`config.mk`:
```
export PLATFORM = sky130hd
export DESIGN_NAME = xs3_serial_rx
export DESIGN_NICKNAME = d
export VERILOG_FILES = /design/src/rtl/xs3_serial_rx_pkg.sv /design/src/rtl/xs3_legal_chk.sv /design/src/rtl/xs3_serial_rx.sv
export SDC_FILE = /design/constraint.sdc
export NUM_CORES = 1
export LEC_CHECK = 0
export ABC_AREA = 1
export BUFFER_PORTS_ARGS = -buffer_cell sky130_fd_sc_hd__buf_2
export CAP_MARGIN = 15
export CORE_MARGIN = 8
export CORE_UTILIZATION = 28
export DETAILED_ROUTE_END_ITERATION = 10
export GPL_TIMING_DRIVEN = 0
export SLEW_MARGIN = 0
export SYNTH_ARGS = -nofsm -noshare
export SYNTH_HDL_FRONTEND = slang
export SYNTH_SLANG_ARGS = --single-unit
```
`constraint.sdc`:
```
create_clock -name clk -period 1 [get_ports clk]
set_clock_uncertainty 0.05 [all_clocks]
set_input_delay 0.15 -clock clk [delete_from_list [all_inputs] [get_ports clk]]
set_output_delay 0.15 -clock clk [all_outputs]
set_load 0.03 [all_outputs]
```
`src/rtl/xs3_serial_rx_pkg.sv`:
```
// xs3_serial_rx_pkg: shared state encoding and Excess-3 code constants
package xs3_serial_rx_pkg;
   typedef enum logic [1:0] {
      IDLE  = 2'd0,
      SHIFT = 2'd1,
      CHECK = 2'd2,
      HOLD  = 2'd3
   } state_e;
   localparam logic [3:0] XS3_MIN  = 4'b0011;
   localparam logic [3:0] XS3_MAX  = 4'b1100;
   localparam logic [3:0] XS3_ZERO = 4'b0011;
endpackage

```
`src/rtl/xs3_legal_chk.sv`:
```
// xs3_legal_chk: flags a 4-bit code as a legal Excess-3 digit; built only with XS3_CHECK_EN
`ifdef XS3_CHECK_EN
module xs3_legal_chk
   import xs3_serial_rx_pkg::*;
(
   input  logic [3:0] code,
   output logic       legal
);
   assign legal = (code >= XS3_MIN) && (code <= XS3_MAX);
endmodule
`endif

```
`src/rtl/xs3_serial_rx.sv`:
```
// xs3_serial_rx: serial Excess-3 digit receiver with legality check and valid/ready output; XS3_CHECK_EN enables the check
module xs3_serial_rx
   import xs3_serial_rx_pkg::*;
#(
   parameter bit MSB_FIRST = 1'b1
) (
   input  logic       clk,
   input  logic       rst_n,
   input  logic       start,
   input  logic       bit_in,
   input  logic       out_ready,
   output logic [3:0] digit,
   output logic       out_valid,
   output logic       err,
   output logic       busy,
   output logic [3:0] err_cnt
);
   state_e     state_q, state_d;
   logic [3:0] sh_q, sh_d;
   logic [1:0] cnt_q, cnt_d;
   logic [3:0] digit_q, digit_d;
   logic [3:0] err_cnt_q, err_cnt_d;
   logic       legal;

`ifdef XS3_CHECK_EN
   xs3_legal_chk u_chk (
      .code  (sh_q),
      .legal (legal)
   );
`else
   assign legal = 1'b1;
`endif

   // next-state: collect four bits, judge the code, then hold it until accepted
   always_comb begin
      state_d   = state_q;
      sh_d      = sh_q;
      cnt_d     = cnt_q;
      digit_d   = digit_q;
      err_cnt_d = err_cnt_q;
      case (state_q)
         IDLE: if (start) begin
            state_d = SHIFT;
            cnt_d   = 2'd0;
         end
         SHIFT: begin
            sh_d    = MSB_FIRST ? {sh_q[2:0], bit_in} : {bit_in, sh_q[3:1]};
            cnt_d   = cnt_q + 2'd1;
            state_d = (cnt_q == 2'd3) ? CHECK : SHIFT;
         end
         CHECK: begin
            state_d = legal ? HOLD : IDLE;
            if (legal) digit_d = sh_q;
            else if (err_cnt_q != 4'd15) err_cnt_d = err_cnt_q + 4'd1;
         end
         HOLD: if (out_ready) state_d = IDLE;
         default: state_d = IDLE;
      endcase
   end

   // state and datapath registers; reset discards any partial transfer
   always_ff @(posedge clk or negedge rst_n) begin
      if (!rst_n) begin
         state_q   <= IDLE;
         sh_q      <= 4'd0;
         cnt_q     <= 2'd0;
         digit_q   <= XS3_ZERO;
         err_cnt_q <= 4'd0;
      end else begin
         state_q   <= state_d;
         sh_q      <= sh_d;
         cnt_q     <= cnt_d;
         digit_q   <= digit_d;
         err_cnt_q <= err_cnt_d;
      end
   end

   assign digit     = digit_q;
   assign out_valid = (state_q == HOLD);
   assign busy      = (state_q != IDLE);
   assign err       = (state_q == CHECK) && !legal;
   assign err_cnt   = err_cnt_q;
endmodule
```
Word level (Yosys, flattened, before mapping)
Index checks and enable logic that the tools add are counted.

Output and inout port bits: 11. Flip-flop bits (word level): 12. Word-level logic and storage cells: 22.

$add $sub $neg: 1. Reductions and logical operators: 5. Equal/unequal tests: 6. Multiplexer cells: 6.

Operators by type and width (number): $mux W2 (4); $pmux W2 S4 (1); $eq A2 B2 Y1 const B (3); $ne A2 B2 Y1 const B (2); $pmux W2 S2 (1); $reduce_and A2 Y1 (2); $reduce_bool A2 Y1 (2); $add A2 B1 Y2 const B (1); $eq A2 B1 Y1 const B (1); $logic_not A2 Y1 (1).

Depth between registers and ports, before layout
Depth in word-level cells: 3. Mapped depth: 5.

Least setup slack after synthesis
No wires, ideal clock.

Kind: register to register. From: register with a tool-made name. To: register state_q[0]. Buffers on the path: 0. Path slack: 0.003 ns. Data arrival time: 0.881 ns. Required time: 0.885 ns. Stages on the path, launching flop included: 5. Cells stage by stage: dfrtp_1 nand2_1 inv_1 nand2_1 nand2_1.

RTL lines: end signal: assignment (RTL line xs3_serial_rx.sv:70) `state_q <= state_d;`; end: declaration (RTL line xs3_serial_rx.sv:18) `state_e state_q, state_d;`.

==> impl_summary.md <==
Floorplan
In this run the vertical extent of the chip is 60.6 um. Row generation in the floorplan step produced 16 rows. The placeable core area is 1920 um^2.

The die covers 3680 um^2. The starting density of the core is 29.0%. For this design the top-level I/O count stands at 16. The horizontal extent of the die is 60.6 um.

CTS
The tree built by TritonCTS fans out to 12 sinks. The number of clock buffers added by TritonCTS is 3. TritonCTS built the clock tree. The clock root buffer is clkbuf_4. At the later pin of the worst-skew pair, clock insertion delay measures 0.27 ns. Clock-pin slew was measured on the worst setup and hold paths at 0.08 ns. In this run the number of H-tree levels came out at 1. The number of buffers between clock root and the deepest sink is 2.

GRT
The maximum number of pins on one net before global-route repair is 13. The via count of the first global-routing pass is 433. The total grt overflow is 0. The global routing usage summed across all routing layers is 6.77%. The first global-routing pass estimated 1.81 mm of wire.

The initial antenna violation count came to 0.

STA
The count of final hold-check violations is 0. Setup violations remaining at the end of the flow were counted as 12. The least setup slack across all paths after layout is -0.206 ns.

Setup repair after global routing could not meet its margin everywhere. The final-report max-slew violation count is 0. Dividing the final minimum period by the clock period gives 121%. The shortest clock period the worst path allows after layout is 1.21 ns. The maximum frequency from static timing analysis is 829 MHz.

Worst setup path
The worst setup path is launched from a flip-flop. At the worst endpoint, the arrival time is 1.01 ns. The maximum fanout along the worst path is 3. At the worst endpoint, the required time is 0.80 ns.

The worst setup path is captured at a primary output. The worst setup path is of the flip-flop to primary output kind.

Finish
The proportion of layout cells with a drive suffix above 1 is 39.4%. The antenna diode instance count is 0. The area added between synthesis and finish is 45.7%. Cells fill 42.3% of the core in the end. In the final design database the tool counted 101 nets. The fill cell instance count of the final layout is 214.

Status
The final reports fail on setup timing. The flow ran to the end, but the final reports show violations.

Routing
Summed over all layers, the routed wires come to 1.11 mm. In the routed design, unresolved DRC markers number 0. After detailed routing, the average wire length per cell comes to 9.18 um. The number of violations reported at the end of detailed-routing iteration 0 is 1. The final route contains 481 vias.

The post-detailed-route count of antenna-violating nets is 0. The count of TritonRoute iterations in the first routing pass is 2. The mean number of vias per cell is 3.98.

Synth
The leading cell type by number of instances after synthesis is nand2_1. The synthesis warning total is 0. For this run, the leading register cell type out of synthesis is dfrtp_1. The largest area contributor in the netlist is dfrtp_1. The synthesized area per cell is 8.33 um^2. The number of distinct library cells after synthesis is 14. The cell count after synthesis is 67. After synthesis, the cell types taking the most area are dfrtp_1 (45%), nand2_1 (15%), dfstp_2 (9.4%).

The fraction of post-synthesis cell area in the top cell type by area is 44.8%. The summed instance area of the synthesized netlist is 558 um^2. Ranked by instance count, the synthesized netlist is headed by nand2_1 (22), dfrtp_1 (10), inv_1 (9), o21ai_0 (7), buf_4 (5). The number of enable-type register cells in the synthesized netlist is 0. The share of the Yosys chip area taken by registers is 54.3%. The post-synthesis register bit count is 12. The async set or reset register ratio after synthesis is 100%.

Power
In this run the power density over the cells is 3230 nW/um^2. The internal power consumption is 1.53 mW. Net switching is 41.9% of the power. Combinational logic is responsible for 54.2% of the overall power. The clock share of power is 12.1%.

The net switching power is 1.10 mW. The share of total power dissipated in sequential elements is 33.7%. The analysis attributes to cell leakage a power of 0.446 nW. The total power after layout is 2.62 mW. VDD sags by at most 1660 uV.

Placement
During placement, the flow inserted port buffers numbering 10. The weighted congestion at the end of routability-driven global placement is 0.678. After legalization and detailed placement, the total HPWL measured 783 um.

Run
The tool flagged a number of max-cap violations equal to 0.

Min path
The path category of the worst min-delay check is input pin to flip-flop.
[final cells by class]
| cell class | instances | area (um^2) | share of cell area, % |
|---|---|---|---|
| well taps | 27 | 33.8 | 4.15 |
| inverters | 11 | 43.8 | 5.38 |
| plain buffers | 5 | 37.5 | 4.62 |
| clock buffers | 4 | 26.3 | 3.23 |
| multi-input cells | 43 | 209 | 25.7 |
| flip-flops and latches | 12 | 305 | 37.5 |
| repair buffers | 19 | 158 | 19.4 |
[cell families after synthesis]
logic type / count (synthesis) / synth area share, %
other: 1 / 0.672
AOI/OAI and AO/OA: 10 / 8.97
and+or+nand+nor: 27 / 19.7
buffers and inverters: 16 / 14.1
DFF: 12 / 54.3
adders and majority gates: 1 / 2.24
[final timing paths]
kind                            slack [ns]  depth (start not counted)                 start                   end
worst max-delay path                 -0.21                          3             flip-flop             out_valid
worst max register to register       -0.06                          5             flip-flop   sh_q[2]$_DFFE_PN0N_
worst min-delay path                  0.04                          3                bit_in   sh_q[0]$_DFFE_PN0N_
max in group asynchronous             0.39                          2                 rst_n  digit[1]$_DFFE_PN1N_
min in group asynchronous             0.23                          2                 rst_n  cnt_q[1]$_DFFE_PN0P_
worst min register to register        0.43                          2  digit[1]$_DFFE_PN1N_  digit[1]$_DFFE_PN1N_
[placed cells by master (no fill, tap or decap)]
cell and instances:
dfstp_2 2, inv_2 2, clkbuf_4 3, dfrtp_2 2
nor2_4 2, conb_1 5, o21ai_1 7, o21ai_0 3
buf_2 4, inv_1 8, buf_6 6, nand3_1 1
nand2_1 22, buf_4 13, dlygate4sd3_1 1, inv_4 1
dfrtp_1 8, clkbuf_1 1, nand2_4 1, ha_1 1
nand2_2 1
[through the flow]
step                      TNS (ns)  hold WS [ns]  instance area, um^2  worst slack, ns  instances
after floorplan                  0        -0.196                  573          0.00313         71
after global placement     -0.0306      -0.00751                  657          -0.0241        108
after detailed placement    -0.102      -0.00245                  657          -0.0599        108
after CTS                   -0.922        0.0335                  786           -0.228        118
after global routing         -1.72        0.0581                  813           -0.250        121
final                       -0.897        0.0404                  813           -0.206        121
[repair_timing]
item / 4_1_cts / 5_1_grt
hold buffers: 1 / 0
pin swaps: 1 / 1
resized for setup: 20 / 4
setup endpoints to repair: 9 / 17
hold endpoints to repair: 12 / 0
buffers inserted: 5 / 3
[metal layers]
metal,part of all wire (%),routed length (um),global-route usage (%),up-vias
li1,-,-,-,246
met1,40,443,6.72,218
met2,47,522,10.3,15
met3,12,133,5.30,2
met4,1.1,12,2.99,0
met5,0,0,0,-
[worst max-delay path, stage by stage, from the launching register on]
cell and delay [ns]:
dfrtp_2 0.44, nand2_1 0.09, inv_1 0.06, buf_6 0.14
[power by group through the flow]
stage               combinational, mW  clock, mW  sequential (mW)
floorplan                       0.597          0             1.01
global placement                0.935          0            0.896
detailed placement              0.953          0            0.912
CTS                              1.35      0.327            0.872
global route                     1.58      0.354            0.911
finish                           1.42      0.317            0.883
[sequential cells by signal, summed over array words and instances (netlist names), named ones only]
name     flops
state_q      1
cnt_q        2
digit        4
sh_q         4
Note: power is estimated with default switching activity, not from simulation.
